--- src/rtl/oled_arb_pkg.sv ---
// oled_arb_pkg: shared types and constants for the OLED write arbiter.
//   - arb_state_t : arbiter FSM encoding (IDLE, FILL, DONE)
//   - *_DEF       : default display geometry and pixel width
//   - STALL_MAX   : saturation value of the fill stall counter
package oled_arb_pkg;

    localparam int unsigned N_COLS_DEF = 96;
    localparam int unsigned N_ROWS_DEF = 64;
    localparam int unsigned COL_W_DEF  = 7;
    localparam int unsigned ROW_W_DEF  = 6;
    localparam int unsigned DATA_W_DEF = 24;

    localparam logic [15:0] STALL_MAX = 16'hFFFF;

    typedef enum logic [1:0] {
        IDLE = 2'd0,
        FILL = 2'd1,
        DONE = 2'd2
    } arb_state_t;

endpackage

--- src/rtl/oled_raster_counter.sv ---
// oled_raster_counter: raster-order pixel position generator for the fill engine.
// Ports:
//   CLK, RESET_N      clock / asynchronous active-low reset
//   load              load position to (col0,row0)
//   advance           step one pixel: column up, wrapping to col0 with row up after col1
//   col0/row0         top-left bound (inclusive)
//   col1/row1         bottom-right bound (inclusive)
//   col/row           current position
//   last              current position is (col1,row1)
module oled_raster_counter #(
    parameter int unsigned COL_W = 7,
    parameter int unsigned ROW_W = 6
) (
    input  logic             CLK,
    input  logic             RESET_N,
    input  logic             load,
    input  logic             advance,
    input  logic [COL_W-1:0] col0,
    input  logic [ROW_W-1:0] row0,
    input  logic [COL_W-1:0] col1,
    input  logic [ROW_W-1:0] row1,
    output logic [COL_W-1:0] col,
    output logic [ROW_W-1:0] row,
    output logic             last
);

    always_ff @(posedge CLK or negedge RESET_N) begin
        if (!RESET_N) begin
            col <= '0;
            row <= '0;
        end else if (load) begin
            col <= col0;
            row <= row0;
        end else if (advance) begin
            if (col == col1) begin
                col <= col0;
                row <= row + ROW_W'(1);
            end else begin
                col <= col + COL_W'(1);
            end
        end
    end

    assign last = (col == col1) && (row == row1);

endmodule

--- src/rtl/oled_write_arbiter.sv ---
// oled_write_arbiter: shares the OLED pixel-write port between CPU stores and a
// rectangle-fill engine. CPU writes always win; the fill stalls on those cycles.
// Optional build macro: OLED_ARB_STATS_EN enables the fill stall counter,
// otherwise stall_count is tied to zero.
// Ports:
//   CLK, RESET_N                     clock / asynchronous active-low reset
//   cpu_wr/cpu_col/cpu_row/cpu_data  CPU pixel write (never stalled)
//   fill_start, fill_col0/row0/col1/row1, fill_colour, fill_abort  fill control
//   fill_busy                        FSM in FILL
//   fill_done                        one-cycle pulse after a fill completes
//   stall_count                      CPU-stall cycles of the current/last fill
//   OLED_Write/Col/Row/Data          registered pixel-write port
module oled_write_arbiter
    import oled_arb_pkg::*;
#(
    parameter int unsigned N_COLS = N_COLS_DEF,
    parameter int unsigned N_ROWS = N_ROWS_DEF,
    parameter int unsigned COL_W  = COL_W_DEF,
    parameter int unsigned ROW_W  = ROW_W_DEF,
    parameter int unsigned DATA_W = DATA_W_DEF
) (
    input  logic              CLK,
    input  logic              RESET_N,
    input  logic              cpu_wr,
    input  logic [COL_W-1:0]  cpu_col,
    input  logic [ROW_W-1:0]  cpu_row,
    input  logic [DATA_W-1:0] cpu_data,
    input  logic              fill_start,
    input  logic [COL_W-1:0]  fill_col0,
    input  logic [ROW_W-1:0]  fill_row0,
    input  logic [COL_W-1:0]  fill_col1,
    input  logic [ROW_W-1:0]  fill_row1,
    input  logic [DATA_W-1:0] fill_colour,
    input  logic              fill_abort,
    output logic              fill_busy,
    output logic              fill_done,
    output logic [15:0]       stall_count,
    output logic              OLED_Write,
    output logic [COL_W-1:0]  OLED_Col,
    output logic [ROW_W-1:0]  OLED_Row,
    output logic [DATA_W-1:0] OLED_Data
);

    localparam logic [COL_W-1:0] COL_MAX = COL_W'(N_COLS - 1);
    localparam logic [ROW_W-1:0] ROW_MAX = ROW_W'(N_ROWS - 1);

    arb_state_t state_q, state_d;

    logic [COL_W-1:0]  c0_cl, c1_cl, c0_q, c1_q, bnd_c0, bnd_c1, cur_col;
    logic [ROW_W-1:0]  r0_cl, r1_cl, r0_q, r1_q, bnd_r0, bnd_r1, cur_row;
    logic [DATA_W-1:0] colour_q;
    logic              empty, accept, load, advance, last;
    logic              issue_wr;
    logic [COL_W-1:0]  issue_col;
    logic [ROW_W-1:0]  issue_row;
    logic [DATA_W-1:0] issue_data;
    logic              done_q;

    assign c0_cl  = (fill_col0 > COL_MAX) ? COL_MAX : fill_col0;
    assign c1_cl  = (fill_col1 > COL_MAX) ? COL_MAX : fill_col1;
    assign r0_cl  = (fill_row0 > ROW_MAX) ? ROW_MAX : fill_row0;
    assign r1_cl  = (fill_row1 > ROW_MAX) ? ROW_MAX : fill_row1;
    assign empty  = (c0_cl > c1_cl) || (r0_cl > r1_cl);
    assign accept = (state_q == IDLE) && fill_start;

    always_ff @(posedge CLK or negedge RESET_N) begin
        if (!RESET_N) begin
            c0_q     <= '0;
            c1_q     <= '0;
            r0_q     <= '0;
            r1_q     <= '0;
            colour_q <= '0;
        end else if (accept) begin
            c0_q     <= c0_cl;
            c1_q     <= c1_cl;
            r0_q     <= r0_cl;
            r1_q     <= r1_cl;
            colour_q <= fill_colour;
        end
    end

    // The counter loads in IDLE, before the bound registers are written, so it
    // sees the clamped inputs there and the latched bounds while filling.
    assign bnd_c0 = (state_q == IDLE) ? c0_cl : c0_q;
    assign bnd_c1 = (state_q == IDLE) ? c1_cl : c1_q;
    assign bnd_r0 = (state_q == IDLE) ? r0_cl : r0_q;
    assign bnd_r1 = (state_q == IDLE) ? r1_cl : r1_q;

    oled_raster_counter #(
        .COL_W (COL_W),
        .ROW_W (ROW_W)
    ) u_raster (
        .CLK     (CLK),
        .RESET_N (RESET_N),
        .load    (load),
        .advance (advance),
        .col0    (bnd_c0),
        .row0    (bnd_r0),
        .col1    (bnd_c1),
        .row1    (bnd_r1),
        .col     (cur_col),
        .row     (cur_row),
        .last    (last)
    );

    // State register
    always_ff @(posedge CLK or negedge RESET_N) begin
        if (!RESET_N) state_q <= IDLE;
        else          state_q <= state_d;
    end

    // Next-state logic
    always_comb begin
        state_d = state_q;
        unique case (state_q)
            IDLE: if (fill_start) state_d = empty ? DONE : FILL;
            FILL: begin
                if (fill_abort)          state_d = IDLE;
                else if (advance && last) state_d = DONE;
            end
            DONE:    state_d = IDLE;
            default: state_d = IDLE;
        endcase
    end

    // Write selection: CPU first, fill pixel only when the CPU is quiet.
    always_comb begin
        issue_wr   = 1'b0;
        issue_col  = cpu_col;
        issue_row  = cpu_row;
        issue_data = cpu_data;
        advance    = 1'b0;
        load       = accept && !empty;
        if (cpu_wr) begin
            issue_wr = 1'b1;
        end else if (state_q == FILL) begin
            issue_wr   = 1'b1;
            issue_col  = cur_col;
            issue_row  = cur_row;
            issue_data = colour_q;
            advance    = 1'b1;
        end
    end

    always_ff @(posedge CLK or negedge RESET_N) begin
        if (!RESET_N) begin
            OLED_Write <= 1'b0;
            OLED_Col   <= '0;
            OLED_Row   <= '0;
            OLED_Data  <= '0;
            done_q     <= 1'b0;
        end else begin
            OLED_Write <= issue_wr;
            done_q     <= (state_q == DONE);
            if (issue_wr) begin
                OLED_Col  <= issue_col;
                OLED_Row  <= issue_row;
                OLED_Data <= issue_data;
            end
        end
    end

    // fill_done is registered like the pixel port, so it follows the last
    // pixel's OLED_Write pulse by one cycle.
    assign fill_busy = (state_q == FILL);
    assign fill_done = done_q;

`ifdef OLED_ARB_STATS_EN
    logic [15:0] stall_q;

    always_ff @(posedge CLK or negedge RESET_N) begin
        if (!RESET_N) begin
            stall_q <= '0;
        end else if (accept) begin
            stall_q <= '0;
        end else if ((state_q == FILL) && cpu_wr && (stall_q != STALL_MAX)) begin
            stall_q <= stall_q + 16'd1;
        end
    end

    assign stall_count = stall_q;
`else
    assign stall_count = 16'h0000;
`endif

endmodule

--- config.mk ---
export PLATFORM = sky130hd
export DESIGN_NAME = oled_write_arbiter
export DESIGN_NICKNAME = d
export VERILOG_FILES = /design/src/rtl/oled_arb_pkg.sv /design/src/rtl/oled_raster_counter.sv /design/src/rtl/oled_write_arbiter.sv
export SDC_FILE = /design/constraint.sdc
export NUM_CORES = 1
export LEC_CHECK = 0
export ABC_AREA = 1
export CAP_MARGIN = 20
export CORE_MARGIN = 1
export CORE_UTILIZATION = 35
export DETAILED_ROUTE_END_ITERATION = 7
export MAX_ROUTING_LAYER = met4
export PLACE_DENSITY_LB_ADDON = 0.3
export SETUP_SLACK_MARGIN = 0.15
export SKIP_LAST_GASP = 1
export SLEW_MARGIN = 20
export SYNTH_ARGS = -nofsm -noshare
export SYNTH_HDL_FRONTEND = slang
export SYNTH_SLANG_ARGS = --single-unit
--- constraint.sdc ---
create_clock -name CLK -period 2.4 [get_ports CLK]
set_input_delay 0.36 -clock CLK [delete_from_list [all_inputs] [get_ports CLK]]
set_output_delay 0.36 -clock CLK [all_outputs]
set_load 0.005 [all_outputs]
==> impl_metrics.toml, run 1 <==
[sta]
tightest_slew_ps = 781.0
min_period_over_period = 0.8877
period_minus_slack_ps = 2131
fin_skew_ps = 7.227
setup_viol = 0
report.final.slew_viol_count = 0
relSlewSlack = 0.4761
holdWs_ps = 376.1
grt_setup_unrepaired = "false"
fmaxAchievable_mhz = 469.4
hold_viol = 0

[routing]
dr.pass1.iters = 5
ant_nets = 0
drt_iter0_markers = 291
drc = 0
vias = 4970
wl_per_cell_um = 13.49
vias_per_cell = 4.535
drt_wl_total_mm = 14.78

[worst_hold_path]
holdPathEnd = "c0_q[6]"
worstHoldPathType = "input pin to flop"
min_from = "fill_col0[6]"
holdPathStages = 4

[setup_path]
crit_fanout = 8
crit_type = "input pin to flop"
start_kind = "input pin"
cp_data_required_time_ps = 2650
rrSetupSlack_ps = 410
ff2ff_path_depth = 9
critPathCaptureType = "flop"
r2r_start = "state_q[1]"
arrival_ps = 2380
rr_endpoint = "state_q[1]"

[die]
start_util = 0.3623
die_h_um = 127.9
io_pins = 148
fp-row-count = 45
dieArea_um2 = 16360
core_um2 = 15310
die_w_um = 127.9

[finish]
final_common_cell = "nand2_1"
layout-drive-gt1-share = 0.1186
nets = 987
final_util = 0.5034
mostFrequentLayoutCells = "nand2_1 (303), clkdlybuf4s50_1 (124), dfrtp_1 (104)"
diodes = 0
area_delta_synth_final_pct = 38.97

[global_route]
antenna_found_initial = 0
track_usage = 0.1947
grt_start_max_net_pins = 53
grt_remaining_overflow = 0
grt_pass1_wl_mm = 24.01
grt_pass1_vias = 4707

[power]
total_power_mw = 7.281
power_density_nw_per_um2 = 944.4
vdd_ir_drop_max_v = 0.0004236
leakage_nw = 3.835

[clock_network]
clk_latency_ps = 350
clock-root-buffer = "clkbuf_16"
clk_pin_slew_worst_paths_ps = 80
cts_buffers = 9
htreeDepth = 3
cts_tree = "yes"
cts_buffer_depth = 2
cts_sinks = 104

[status]
outcome = "finished, final reports clean"

[logic_synthesis]
syn_area_um2 = 5548
synth_top_area_frac = 0.4691
ys_types = 31
ys_seq_area_frac = 0.4691
synth_cells = 732
synthTopCellsByArea = "dfrtp_1 (47%), nand2_1 (21%), nand3_1 (5.6%), o21ai_0 (3.6%), inv_1 (3.5%)"
synth_edf_count = 0
synth-seq-cells = 104
synthFlopType = "dfrtp_1"
synthArstFlopShare = 1.000
avgSynthCellArea_um2 = 7.579
post-synth-top-area-cell = "dfrtp_1"
synth_warnings = 0

[place]
gp_congestion = 0.8544
numPortBuffers = 131
hpwl_mm = 10.57

[run]
cap_violations = 0
-- worst max-delay path: stages --
cell and delay [ps]:
clkdlybuf4s50_1 400, or2_4 240, ha_2 310, nand2_1 60
nor2_2 120, nand4_1 100, nand2_2 120, nand3_4 100
buf_6 150, nand2_8 80, clkinvlp_4 180, nand2_2 120
nand2_2 40
-- synthesized netlist by cell type, types with 4 or more instances --
cell / instances
buf_6: 4
or2_2: 4
nor2_2: 5
nand2_1: 314
buf_2: 7
xor2_1: 13
clkbuf_1: 26
inv_1: 52
o21ai_1: 6
buf_4: 17
a21oi_1: 11
ha_1: 15
dfrtp_1: 104
nor2_1: 18
o21ai_0: 40
nand2_2: 5
nand3_1: 62
o211ai_1: 11
-- per-stage QoR --
stage | std cells | setup slack [ps] | TNS, ps | area [um^2]
after floorplan | 747 | 260.7 | 0 | 5604
final | 1096 | 269.5 | 0 | 7710
after global placement | 1068 | -292.4 | -3663 | 7151
after detailed placement | 1068 | -352.5 | -4359 | 7151
after global routing | 1096 | 148.0 | 0 | 7710
after CTS | 1091 | 155.1 | 0 | 7616
-- power by group --
part           internal, mW  switching [mW]  total [mW]
combinational          1.26            1.66        2.92
sequential             2.41           0.414        2.83
clock                 0.826           0.712        1.54
total                  4.50            2.79        7.28
-- cells by family after synthesis --
logic type                 after synthesis  share of synthesized area
and+or+nand+nor                        417                     0.3117
buffers and inverters                  111                    0.09359
DFF                                    104                     0.4691
AOI/OAI and AO/OA                       70                    0.06901
adders and majority gates               15                    0.03383
xor gates and xnor gates                14                    0.02210
other                                    1                  0.0006759
-- registers in the layout, indices dropped and copies added, names as in the netlist --
| name | count |
|---|---|
| c0_q | 7 |
| state_q | 2 |
| colour_q | 24 |
| OLED_Col | 7 |
| OLED_Data | 24 |
| OLED_Row | 6 |
| u_raster.col | 7 |
| fill_done | 1 |
| c1_q | 7 |
| OLED_Write | 1 |
| u_raster.row | 6 |
| r1_q | 6 |
| r0_q | 6 |
-- timing repair --
action	CTS	global route
buffers inserted	4	5
cloned	2	0
gates resized for setup	19	25
endpoints found under the setup margin	13	15
pin swaps	4	16
hold endpoints to repair	24	0
hold buffers	1	0
-- area by class of cell --
class,instances,area [um^2]
repair buffers,176,1725
clock inverters,6,73.82
well taps,211,264.0
multi-input cells,533,2601
flip-flops and latches,104,2603
inverters,56,214.0
clock buffers,10,229.0
fillers,1528,7605
-- per-layer routing --
metal	vias to the layer above	GRT usage	share of wire	wire length, um
met4	0	0.06920	0.018	267
met5	-	-	0	0
met3	18	0.02295	0.045	660
li1	2556	-	-	-
met1	2263	0.2713	0.49	7201
met2	133	0.2922	0.45	6655
-- how the worst max path moves through the flow --
stage / slack [ps] / depth (start not counted) / endpoint / from
after floorplan: 260 / 14 / u_raster.row[2] / fill_col0[5]
after global placement: -290 / 15 / u_raster.row[1] / fill_col0[5]
after detailed placement: -350 / 16 / u_raster.col[1] / fill_col0[5]
after CTS: 160 / 17 / u_raster.col[1] / fill_col0[5]
after global routing: 150 / 14 / u_raster.col[2] / fill_col0[2]
final: 270 / 13 / u_raster.col[2] / fill_col0[3]
(Power assumes the default switching activity.)
==> run 2: changes to the inputs <==
--- a/config.mk
+++ b/config.mk
@@ -6,7 +6,7 @@
 export NUM_CORES = 1
 export LEC_CHECK = 0
 export ABC_AREA = 1
-export CAP_MARGIN = 20
+export CAP_MARGIN = 10
 export CORE_MARGIN = 1
 export CORE_UTILIZATION = 35
 export DETAILED_ROUTE_END_ITERATION = 7
==> results of run 2 <==
Same layout as run 1: the final DEF is identical, and so are final timing and power.
